### src/rtl/result_page_sequencer_if.sv
// Result handshake between the conv engine (master) and result_page_sequencer (slave).
interface result_page_sequencer_if #(
  parameter int DATA_W = 8
);
  logic              res_valid;
  logic [DATA_W-1:0] res_data;
  logic              res_ready;

  modport master (output res_valid, res_data, input res_ready);
  modport slave  (input res_valid, res_data, output res_ready);
endinterface

### src/rtl/result_page_sequencer.sv
// Captures eight conv results, then pages them to the 7-segment path with dwell/step/hold control.
// Optional macro SEQ_WRAP_EN: page 7 wraps to page 0 instead of parking in LAST.
module result_page_sequencer #(
  parameter int DWELL_CYCLES = 500,
  parameter int DATA_W       = 8
) (
  input  logic                    clk,
  input  logic                    resetn,
  input  logic                    start,
  result_page_sequencer_if.slave  res,
  input  logic                    step,
  input  logic                    hold,
  output logic [DATA_W-1:0]       disp_value,
  output logic [2:0]              disp_page,
  output logic                    disp_valid,
  output logic                    busy,
  output logic                    frame_done
);
  localparam int            CW         = $clog2(DWELL_CYCLES);
  localparam logic [CW-1:0] DWELL_LAST = CW'(DWELL_CYCLES - 1);

  typedef enum logic [1:0] {IDLE, CAPTURE, SHOW, LAST} state_t;

  state_t                  state;
  logic [7:0][DATA_W-1:0]  buf_mem;
  logic [2:0]              wr_ptr;
  logic [2:0]              page;
  logic [CW-1:0]           dwell;
  logic                    hs;
  logic                    adv;

  assign res.res_ready = (state == CAPTURE);
  assign busy          = (state == CAPTURE);
  assign disp_page     = page;

  assign hs  = res.res_valid & res.res_ready;
  // step always advances; expiry only when not held. Both together are one advance.
  assign adv = step | (~hold & (dwell == DWELL_LAST));

  always_ff @(posedge clk or negedge resetn) begin
    if (!resetn) begin
      state      <= IDLE;
      buf_mem    <= '0;
      wr_ptr     <= '0;
      page       <= '0;
      dwell      <= '0;
      disp_value <= '0;
      disp_valid <= 1'b0;
      frame_done <= 1'b0;
    end else begin
      frame_done <= 1'b0;
      if (start) begin
        state      <= CAPTURE;
        wr_ptr     <= '0;
        page       <= '0;
        dwell      <= '0;
        disp_valid <= 1'b0;
        disp_value <= '0;
      end else begin
        case (state)
          IDLE: ;
          CAPTURE: begin
            if (hs) begin
              buf_mem[wr_ptr] <= res.res_data;
              wr_ptr          <= wr_ptr + 3'd1;
              if (wr_ptr == 3'd7) begin
                state      <= SHOW;
                page       <= '0;
                dwell      <= '0;
                disp_valid <= 1'b1;
                disp_value <= buf_mem[0];
              end
            end
          end
          SHOW: begin
            if (adv) begin
              dwell <= '0;
              if (page == 3'd7) begin
                frame_done <= 1'b1;
`ifdef SEQ_WRAP_EN
                page       <= '0;
                disp_value <= buf_mem[0];
`else
                state      <= LAST;
`endif
              end else begin
                page       <= page + 3'd1;
                disp_value <= buf_mem[page + 3'd1];
              end
            end else if (!hold) begin
              dwell <= dwell + CW'(1);
            end
          end
          // Page 7 stays up with the counter frozen until start or reset.
          LAST: ;
          default: state <= IDLE;
        endcase
      end
    end
  end
endmodule

### src/flat_wrapper.sv
// flat-port wrapper written by rule: the top's interface ports become plain ports
module result_page_sequencer_flat 
#(
  parameter int DWELL_CYCLES = 500,
  parameter int DATA_W       = 8
)
  (clk, resetn, start, step, hold, disp_value, disp_page, disp_valid, busy, frame_done, res_res_valid, res_res_data, res_res_ready);
  result_page_sequencer_if #(.DATA_W(DATA_W)) res_i ();
  input  logic clk;
  input  logic resetn;
  input  logic start;
  input  logic step;
  input  logic hold;
  output logic [DATA_W-1:0] disp_value;
  output logic [2:0] disp_page;
  output logic disp_valid;
  output logic busy;
  output logic frame_done;
  input wire logic [$bits(res_i.res_valid)-1:0] res_res_valid;
  input wire logic [$bits(res_i.res_data)-1:0] res_res_data;
  output wire logic [$bits(res_i.res_ready)-1:0] res_res_ready;
  assign res_i.res_valid = res_res_valid;
  assign res_i.res_data = res_res_data;
  assign res_res_ready = res_i.res_ready;
  result_page_sequencer #(.DWELL_CYCLES(DWELL_CYCLES), .DATA_W(DATA_W)) u_core (.clk(clk), .resetn(resetn), .start(start), .res(res_i), .step(step), .hold(hold), .disp_value(disp_value), .disp_page(disp_page), .disp_valid(disp_valid), .busy(busy), .frame_done(frame_done));
endmodule
### config.mk
export PLATFORM = sky130hd
export DESIGN_NAME = result_page_sequencer_flat
export DESIGN_NICKNAME = d
export VERILOG_FILES = /design/src/rtl/result_page_sequencer_if.sv /design/src/rtl/result_page_sequencer.sv /design/src/flat_wrapper.sv
export SDC_FILE = /design/constraint.sdc
export NUM_CORES = 1
export LEC_CHECK = 0
export CAP_MARGIN = 10
export CORE_MARGIN = 2
export CORE_UTILIZATION = 34
export DETAILED_ROUTE_END_ITERATION = 8
export PLACE_DENSITY_LB_ADDON = 0.08
export SLEW_MARGIN = 0
export SYNTH_ARGS = -nofsm -noshare
export SYNTH_HDL_FRONTEND = slang
export SYNTH_SLANG_ARGS = --single-unit
### constraint.sdc
create_clock -name clk -period 4.5 [get_ports clk]
set_clock_uncertainty 0.05 [all_clocks]
set_input_delay 0.9 -clock clk [delete_from_list [all_inputs] [get_ports clk]]
set_output_delay 0.9 -clock clk [all_outputs]
set_load 0.05 [all_outputs]
==> flow_summary.ini <==
[status]
status = finished, final reports clean

[hold_path]
worstHoldPathCells = 1
hp-start = u_core.dwell[8]$_DFFE_PN0P_
hold_path.class = reg -> reg
whs_endpoint = u_core.dwell[8]$_DFFE_PN0P_

[timing]
finalSetupTns_ns = 0
rsz0062_at_grt = no
setup_ws_ns = 1.44
max_slew_margin = 0.272
finalHoldViolCount = 0
fin_crit_ns = 3.06
finalCritPeriodShare = 0.680
worst_pin_slew_ns = 1.09
maxSlewViolCount = 0
setup_viol = 0
fmax_ghz = 0.327

[final_layout]
num-fill-cells = 1214
antenna_cells = 0
final_util = 0.407
nets = 390
drive_above_1_share = 0.264
multiInputGateArea_sq_mm = 0.00202
seqCellArea_sq_mm = 0.00228
areaGrowthSynthToFinish_pct = 16.8
stdcell_count = 547

[die]
initial_utilization = 0.348
core_sq_mm = 0.0126
ios = 29
dieArea_sq_mm = 0.0139
num_rows = 41
die-width_microns = 118
die-height_microns = 118

[critical_path]
r2r-end = u_core.disp_value[1]$_DFFE_PN0P_
r2r-start = u_core.disp_page[0]$_DFFE_PN0P_
r2r_slack_ns = 1.75
r2r_cells = 5
crit_path_max_incr_delay_ns = 0.78
crit_fanout = 15
cp-start-kind = input pin
slowest_stage = clkdlybuf4s50_1
worstPathArrival_ns = 3.24
crit_chain = clkdlybuf4s50_1 > or3b_2 > a21oi_1 > a21oi_2 > mux2_2
crit_required_ns = 4.68
cp-end-kind = register
critPathKind = in -> reg

[routing]
dr.pass1.iters = 4
route.detailed.drc = 0
wire_per_inst_microns = 19.3
drtIter0Drc = 150
postRouteAntennaNets = 0
vias = 2840
totalWireLength_microns = 10600
viasPerCell = 5.19

[logic_synthesis]
synth_edf_count = 0
synthArstFlopShare = 1.00
synthCells = 346
ys.flop_type = dfrtp_1
syn_nets = 365
ys_seq_elements = 91
yosysSeqAreaShare = 0.518
netlist_area_sq_mm = 0.00440
yosysWarnings = 0
netlist.area_leader.share = 0.518
synth_top_area_cell = dfrtp_1
yosysUniqueCellTypes = 49
synth_area_per_cell_sq_um = 12.7
synthTopCellsByArea = dfrtp_1 52%, mux2_2 19%, mux2i_1 8.0%

[clock_network]
clkLatencyLatePin_ns = 0.34
cts_resized = 0
postCtsSetupRepairBufs = 0
cts_buffers = 9
clk_pin_slew_worst_paths_ns = 0.06
cts_tree = built
clock-sinks = 91
cts_hold_buf = 0
clockBufferDepth = 2
cts-root-buf = clkbuf_16
htree_levels = 3

[power_and_ir_drop]
power_mw = 2.08
powerDensity_mw_per_mm2 = 406
irDropWorstVdd_v = 0.000185
leakage_nw = 2.22

[placement]
dpl.cell_count = 532
dpl.hpwl_microns = 6640
port_buffers = 28
gp_congestion = 0.767
dp_slack_ns = 1.03

[global_route]
grt_max_degree = 66
antenna_found_initial = 0
grt_pass1_wl_microns = 16900
overflow = 0
first_global_vias = 2938
track_usage = 0.160

[run]
max_cap_viol_count = 0
## per-layer routing
metal,global-route usage,vias up,wire length [microns]
met4,0.0678,0,203
met2,0.258,46,5010
met5,0,-,0
met3,0.0271,13,274
met1,0.213,1453,5080
li1,-,1328,-
## Yosys cell counts (all sizes together) (3+ instances only)
| cell | instances |
|---|---|
| a22oi | 8 |
| mux2i | 35 |
| a21oi | 16 |
| dfrtp | 91 |
| inv | 8 |
| nor2b | 3 |
| nor3 | 7 |
| nand3b | 5 |
| a32o | 8 |
| o21ai | 5 |
| nand2 | 18 |
| nand3 | 4 |
| nor3b | 3 |
| clkbuf | 5 |
| buf | 10 |
| nor2 | 15 |
| ha | 5 |
| mux2 | 73 |
## cell type report
class                      instances  share of cell area
clock buffer                      13              0.0487
inverter                           8             0.00585
timing repair buffer              29              0.0556
tap                              172              0.0419
multi-input combinational        232               0.393
sequential                        91               0.444
clock inverter                     2              0.0117
## worst max path at each step
stage	from	to	slack, ns	cells past startpoint
final	start	u_core.disp_value[0]$_DFFE_PN0P_	1.44	5
after global routing	start	u_core.disp_value[4]$_DFFE_PN0P_	1.28	5
after CTS	start	u_core.disp_value[4]$_DFFE_PN0P_	1.42	5
after detailed placement	start	u_core.disp_value[4]$_DFFE_PN0P_	1.03	5
after global placement	start	u_core.disp_value[0]$_DFFE_PN0P_	1.09	5
after floorplan	u_core.state[0]$_DFFE_PN0P_	res_res_ready	2.00	2
## kinds of logic (layout without fill, tap and decap cells)
group,count (synthesis),after routing,synth area share
buf+inv,23,52,0.0242
fa+ha+maj,5,5,0.0142
flops,91,91,0.518
simple gates,67,67,0.0928
xor+xnor,2,2,0.00398
compound gates,50,50,0.0803
mux,108,108,0.267
## power by group
| group | total [mW] | internal (mW) | switching (mW) |
|---|---|---|---|
| registers | 0.971 | 0.911 | 0.0593 |
| logic | 0.311 | 0.152 | 0.158 |
| clock network | 0.801 | 0.499 | 0.302 |
## layout by cell type, fill, tap and decap left out, types with 2 or more instances in the layout
cell type	count
a21oi_1	15
a22o_1	2
a22oi_1	8
a31oi_1	2
a32o_1	8
buf_4	2
bufinv_16	2
clkbuf_1	3
clkbuf_16	9
clkdlybuf4s50_1	27
dfrtp_1	91
ha_1	4
inv_1	8
mux2_2	73
mux2i_1	35
nand2_1	18
nand3_1	4
nand3b_1	4
nor2_1	14
nor2b_1	3
nor3_1	6
nor3b_4	2
o21ai_0	5
or3_1	2
xor2_1	2
## registers in the layout, indices dropped and copies added, names as in the netlist
name / count
u_core.buf_mem: 64
u_core.disp_value: 8
u_core.disp_page: 3
u_core.disp_valid: 1
u_core.frame_done: 1
u_core.dwell: 9
u_core.wr_ptr: 3
u_core.state: 2
## through the flow
step / instance area, sq um / hold WS [ns]
2_1_floorplan: 4400 / 0.401
3_3_place_gp: 4820 / 0.419
3_5_place_dp: 4820 / 0.428
4_1_cts: 5130 / 0.437
5_1_grt: 5130 / 0.462
6_report: 5130 / 0.448
## worst max-delay path, delay by kind of cell
family,cells,cell delay (ns)
AND/OR/NAND/NOR,1,0.44
buffers and inverters,1,0.78
multiplexers,1,0.41
AO/OA/AOI/OAI,2,0.71
Power figures use the tool's default switching activity.
==> RTL edit 1: new RTL, same settings <==
The option `SEQ_WRAP_EN` is turned on by a define.
--- a/src/rtl/result_page_sequencer.sv
+++ b/src/rtl/result_page_sequencer.sv
@@ -1,5 +1,7 @@
 // Captures eight conv results, then pages them to the 7-segment path with dwell/step/hold control.
 // Optional macro SEQ_WRAP_EN: page 7 wraps to page 0 instead of parking in LAST.
+`define SEQ_WRAP_EN
+
 module result_page_sequencer #(
   parameter int DWELL_CYCLES = 500,
   parameter int DATA_W       = 8
Function: no difference found for any inputs over 10 cycles, from zero or initial values and one cycle with resetn low; that may be too few to reach the edited logic, so the function may still have changed.
==> RTL edit 1 against the original RTL <==
Sequential cell count fell by 1; synthesized area down 1.6%; routed wire length fell by 1.3%; final area decreased by 2.1%; sequential power grew 0.7%; setup slack worse by 0.14 ns; non-clock buffer count increased by 3; power decreased by 6.9%.
==> RTL edit 1: results (changes against the original RTL) <==
* Multi-input combinational area share at 0.392 (-0.000653)
* Grt met2 use at 0.248 (-0.0106)
* Detailed-placement wirelength estimate at 6470 um (-2.6%)
* Share of the synthesized area in the top cell type at 0.520 (+0.00245)
* Synth cell count leaders: 90 x dfrtp_1, 65 x mux2_2, 34 x mux2i_1
* Mapped Nets at 362 (-0.82%)
* CP max FO at 20 (+5)
* Leakage Power at 0.00209 uW (-5.7%)
* Min-delay src: u_core.buf_mem[50]
* Wire length on met3 at 277 um (+1.1%)
* Slew HR at 0.290 (+0.0179)
* Non-CTS inverters at 4 (-4)
* Non-clk buf share at 0.0612 (+0.00566)
* Total GRT Usage at 0.165 (+0.00530)
* Global-route wire length before repair at 16300 um (-3.5%)
* TritonCTS Sinks at 90 (-1.1%)
* Status: completed
* Register area share after synthesis at 0.520 (+0.00245)
* Met3 Use GR at 0.0252 (-0.00190)
* Multi-In Gates at 230 (-0.86%)
* Critical-path top delay cell: and2_1
* Wire length on met2 at 4610 um (-8.1%)
* Reg2Reg Setup Slack at 1.64 ns (-0.11 ns)
* Via Count at 2826 (-0.49%)
* Crit path max-delay family: simple AND/OR/NAND/NOR gates
* Worst VDD drop at 0.146 mV (-21%)
* Max incr delay on CP at 0.72 ns (-0.06 ns)
* ClkCell Share at 0.0528 (-0.00768)
* Drt total wl at 10400 um (-1.3%)
* Filler cells at 1248 (+2.8%)
-- RTL edit 1: cell count changes in the layout (fill, tap and decap cells not counted), moves of 4 or more --
cell | unedited run | this run
nor3_1 | 6 | 2
a311oi_1 | 0 | 9
a22oi_1 | 8 | 16
mux2_2 | 73 | 65
inv_1 | 8 | 3
nand3_1 | 4 | 12
a32o_1 | 8 | 0
nor2_1 | 14 | 10
-- RTL edit 1: through the flow --
stage / instances / hold slack, ns / utilization / setup WS (ns) / power (uW)
6_report: 544 / 0.454 / 0.402 / 1.30 / 1940
5_1_grt: 544 / 0.463 / 0.402 / 1.09 / 2030
4_1_cts: 544 / 0.457 / 0.402 / 1.30 / 1970
3_5_place_dp: 528 / 0.442 / 0.380 / 0.950 / 1260
3_3_place_gp: 528 / 0.437 / 0.380 / 1.02 / 1250
2_1_floorplan: 343 / 0.429 / - / 2.08 / 1170
-- RTL edit 1: kinds of logic (layout without fill, tap and decap cells) --
group           Yosys count  after routing  share of synthesized area
flops                    90             90                      0.520
xor+xnor                  4              4                    0.00810
buf+inv                  23             52                     0.0254
fa+ha+maj                 5              5                     0.0145
mux                      99             99                      0.248
simple gates             69             69                     0.0983
compound gates           53             53                     0.0856
-- RTL edit 1: worst max-delay path by stage --
stage	startpoint	cells past startpoint	end
floorplan	start	5	u_core.buf_mem[16]
global placement	start	5	u_core.disp_page[0]
detailed placement	start	5	u_core.disp_page[0]
CTS	start	5	u_core.disp_page[0]
global route	start	5	u_core.disp_page[0]
finish	start	5	u_core.disp_page[0]
-- RTL edit 1: power breakdown --
| group | leakage, uW | internal [uW] | switching [uW] |
|---|---|---|---|
| combinational | 0.000767 | 141 | 123 |
| clock | 0.000133 | 388 | 310 |
| sequential | 0.00119 | 916 | 62.7 |
| total | 0.00209 | 1440 | 495 |
==> RTL edit 2: new RTL, config.mk and constraints unchanged <==
Made on the original files. Re-encode `state_t` (4 states) as one-hot, 4 bits wide.
--- a/src/rtl/result_page_sequencer.sv
+++ b/src/rtl/result_page_sequencer.sv
@@ -19,7 +19,7 @@
   localparam int            CW         = $clog2(DWELL_CYCLES);
   localparam logic [CW-1:0] DWELL_LAST = CW'(DWELL_CYCLES - 1);
 
-  typedef enum logic [1:0] {IDLE, CAPTURE, SHOW, LAST} state_t;
+  typedef enum logic [3:0] {IDLE = 4'b0001, CAPTURE = 4'b0010, SHOW = 4'b0100, LAST = 4'b1000} state_t;
 
   state_t                  state;
   logic [7:0][DATA_W-1:0]  buf_mem;
Check against the original RTL: same outputs for any inputs over 10 cycles, from zero or initial values and one cycle with resetn low; not proved beyond that.
==> RTL edit 2 against the original RTL <==
Cell count fell by 4.6%; critical path depth down 2; sequential power about the same; final area increased by 2.4%; power fell by 0.15%; first-iteration DRC count is 3.3% lower; maximum frequency fell by 11%; sequential cell count rose by 2; count of clock-buffer cells in the layout shrank 2; hold slack better by 0.0038 ns; setup slack worse by 0.38 ns; routed wire length down 4.0%; synthesized area rose by 2.2%; non-clock buffer count rose by 4; highest routed layer unchanged.
==> RTL edit 2: results (changes against the original RTL) <==
* Status: completed
* Synth cell types at 54 (+10%)
* Leakage Power at 0.00231 uW (+4.1%)
* Detailed-router iteration count before antenna repair at 4 (unchanged)
* Crit path arrival time at 2.49 ns (-0.75 ns)
* Largest registers: u_core.buf_mem: 64 flops, u_core.dwell: 9 flops, u_core.disp_value: 8 flops
* Worst VDD drop at 0.154 mV (-16%)
* Net Sw Power at 496 uW (-4.4%)
* WHS Endpoint: u_core.buf_mem[37]
* Place WS at 1.30 ns (+0.272 ns)
* Total GRT Usage at 0.153 (-0.00675)
* Syn_area_per_cell at 14.0 um^2 (+10%)
* Reg2Reg Setup Slack at 1.55 ns (-0.20 ns)
* Average wire per standard cell at 19.4 um (+0.58%)
* CP max FO at 9 (-6)
* Area contributors post-synth: dfrtp_1 51%, mux2_2 15%, mux4_2 8.0%
* Via Count at 2782 (-2.0%)
* Placed Instances at 507 (-4.7%)
* Ys async rst share at 1.00 (unchanged)
* Top register by number of flip-flops: u_core.buf_mem
* Reg2reg path depth at 6 (+1)
* Largest net degree at the start of global routing at 71 (+7.6%)
* H-tree depth at 3 (unchanged)
* Worst Setup SP: u_core.state[3]
* Mapped Nets at 339 (-7.1%)
* Max incr delay on CP at 0.82 ns (+0.04 ns)
* Layout cells sized above 1 at 0.320 (+0.0560)
* Crit path max-delay family: buffers and inverters
* Tightest Pin Transition at 1.13 ns (+0.0345 ns)
* Initial DRC count at 145 (-3.3%)
* Synth cell count leaders: 92 x dfrtp_1, 58 x mux2_2, 16 x mux4_2
* Global-route wire length before repair at 16500 um (-2.2%)
* Clk_lat worst skew at 0.34 ns (about the same)
* Max reg flops at 64 (unchanged)
* GP Congestion at 0.811 (+5.7%)
* Register area share after synthesis at 0.518 (about the same)
* Reg-to-Reg End: u_core.disp_value[0]
* Worst setup path end: busy
* Ys flop type: dfrtp_1
* Worst setup margin at 1.06 ns (-0.382 ns)
* Vias in the first global route at 2872 (-2.2%)
* Ant. Diodes at 0 (unchanged)
* Min-delay src: u_core.buf_mem[37]
* Fin cells at 522 (-4.6%)
* Detailed-placement wirelength estimate at 6630 um (-0.22%)
* Filler cells at 1198 (-1.3%)
* Setup bufs post-CTS at 0 (unchanged)
* Final net count at 365 (-6.4%)
* # Max-Cap Violations at 0 (unchanged)
-- RTL edit 2: cell types whose count changed after synthesis, moves of 10 or more --
cell	before	now
mux2i_1	35	9
mux4_2	0	16
mux2_2	73	58
a21oi_1	15	4
nand2_1	18	8
-- RTL edit 2: cells by family (layout without fill, tap and decap cells) --
| logic type | after synthesis | count (layout) | share of synthesized area |
|---|---|---|---|
| adder cells (fa/ha/maj) | 5 | 5 | 0.0139 |
| buffers and inverters | 22 | 52 | 0.0245 |
| flip-flops | 93 | 93 | 0.518 |
| AO/OA/AOI/OAI | 43 | 43 | 0.0738 |
| multiplexers | 91 | 91 | 0.272 |
| AND/OR/NAND/NOR | 65 | 65 | 0.0950 |
| XOR/XNOR | 1 | 1 | 0.00195 |
-- RTL edit 2: power groups by stage --
stage,Sequential [uW],Clock (uW),Combinational (uW)
final,968,814,297
after global routing,979,880,322
after CTS,968,842,300
after floorplan,965,0,221
after detailed placement,983,0,298
after global placement,984,0,297
-- RTL edit 2: final cells by class --
type	count	area [um^2]	share of cell area
Clock inverter	4	72.6	0.0138
Tap cell	172	215	0.0410
Timing Repair Buffer	33	315	0.0600
Inverter	4	20.0	0.00381
Sequential cell	93	2330	0.443
Multi-Input combinational cell	205	2060	0.392
Clock buffer	11	243	0.0462
-- RTL edit 2: per-stage QoR --
stage	power (uW)	hold WS, ns	area, um^2
after global routing	2180	0.465	5260
after global placement	1280	0.426	4940
after CTS	2110	0.445	5260
final	2080	0.452	5260
after floorplan	1190	0.394	4490
after detailed placement	1280	0.432	4940
-- RTL edit 2: routing by layer --
layer,GRT usage,wire length [um],vias up
met5,0,0,-
met2,0.237,4750,37
met1,0.216,5030,1457
met3,0.0412,281,5
met4,0.0357,79,0
li1,-,-,1283
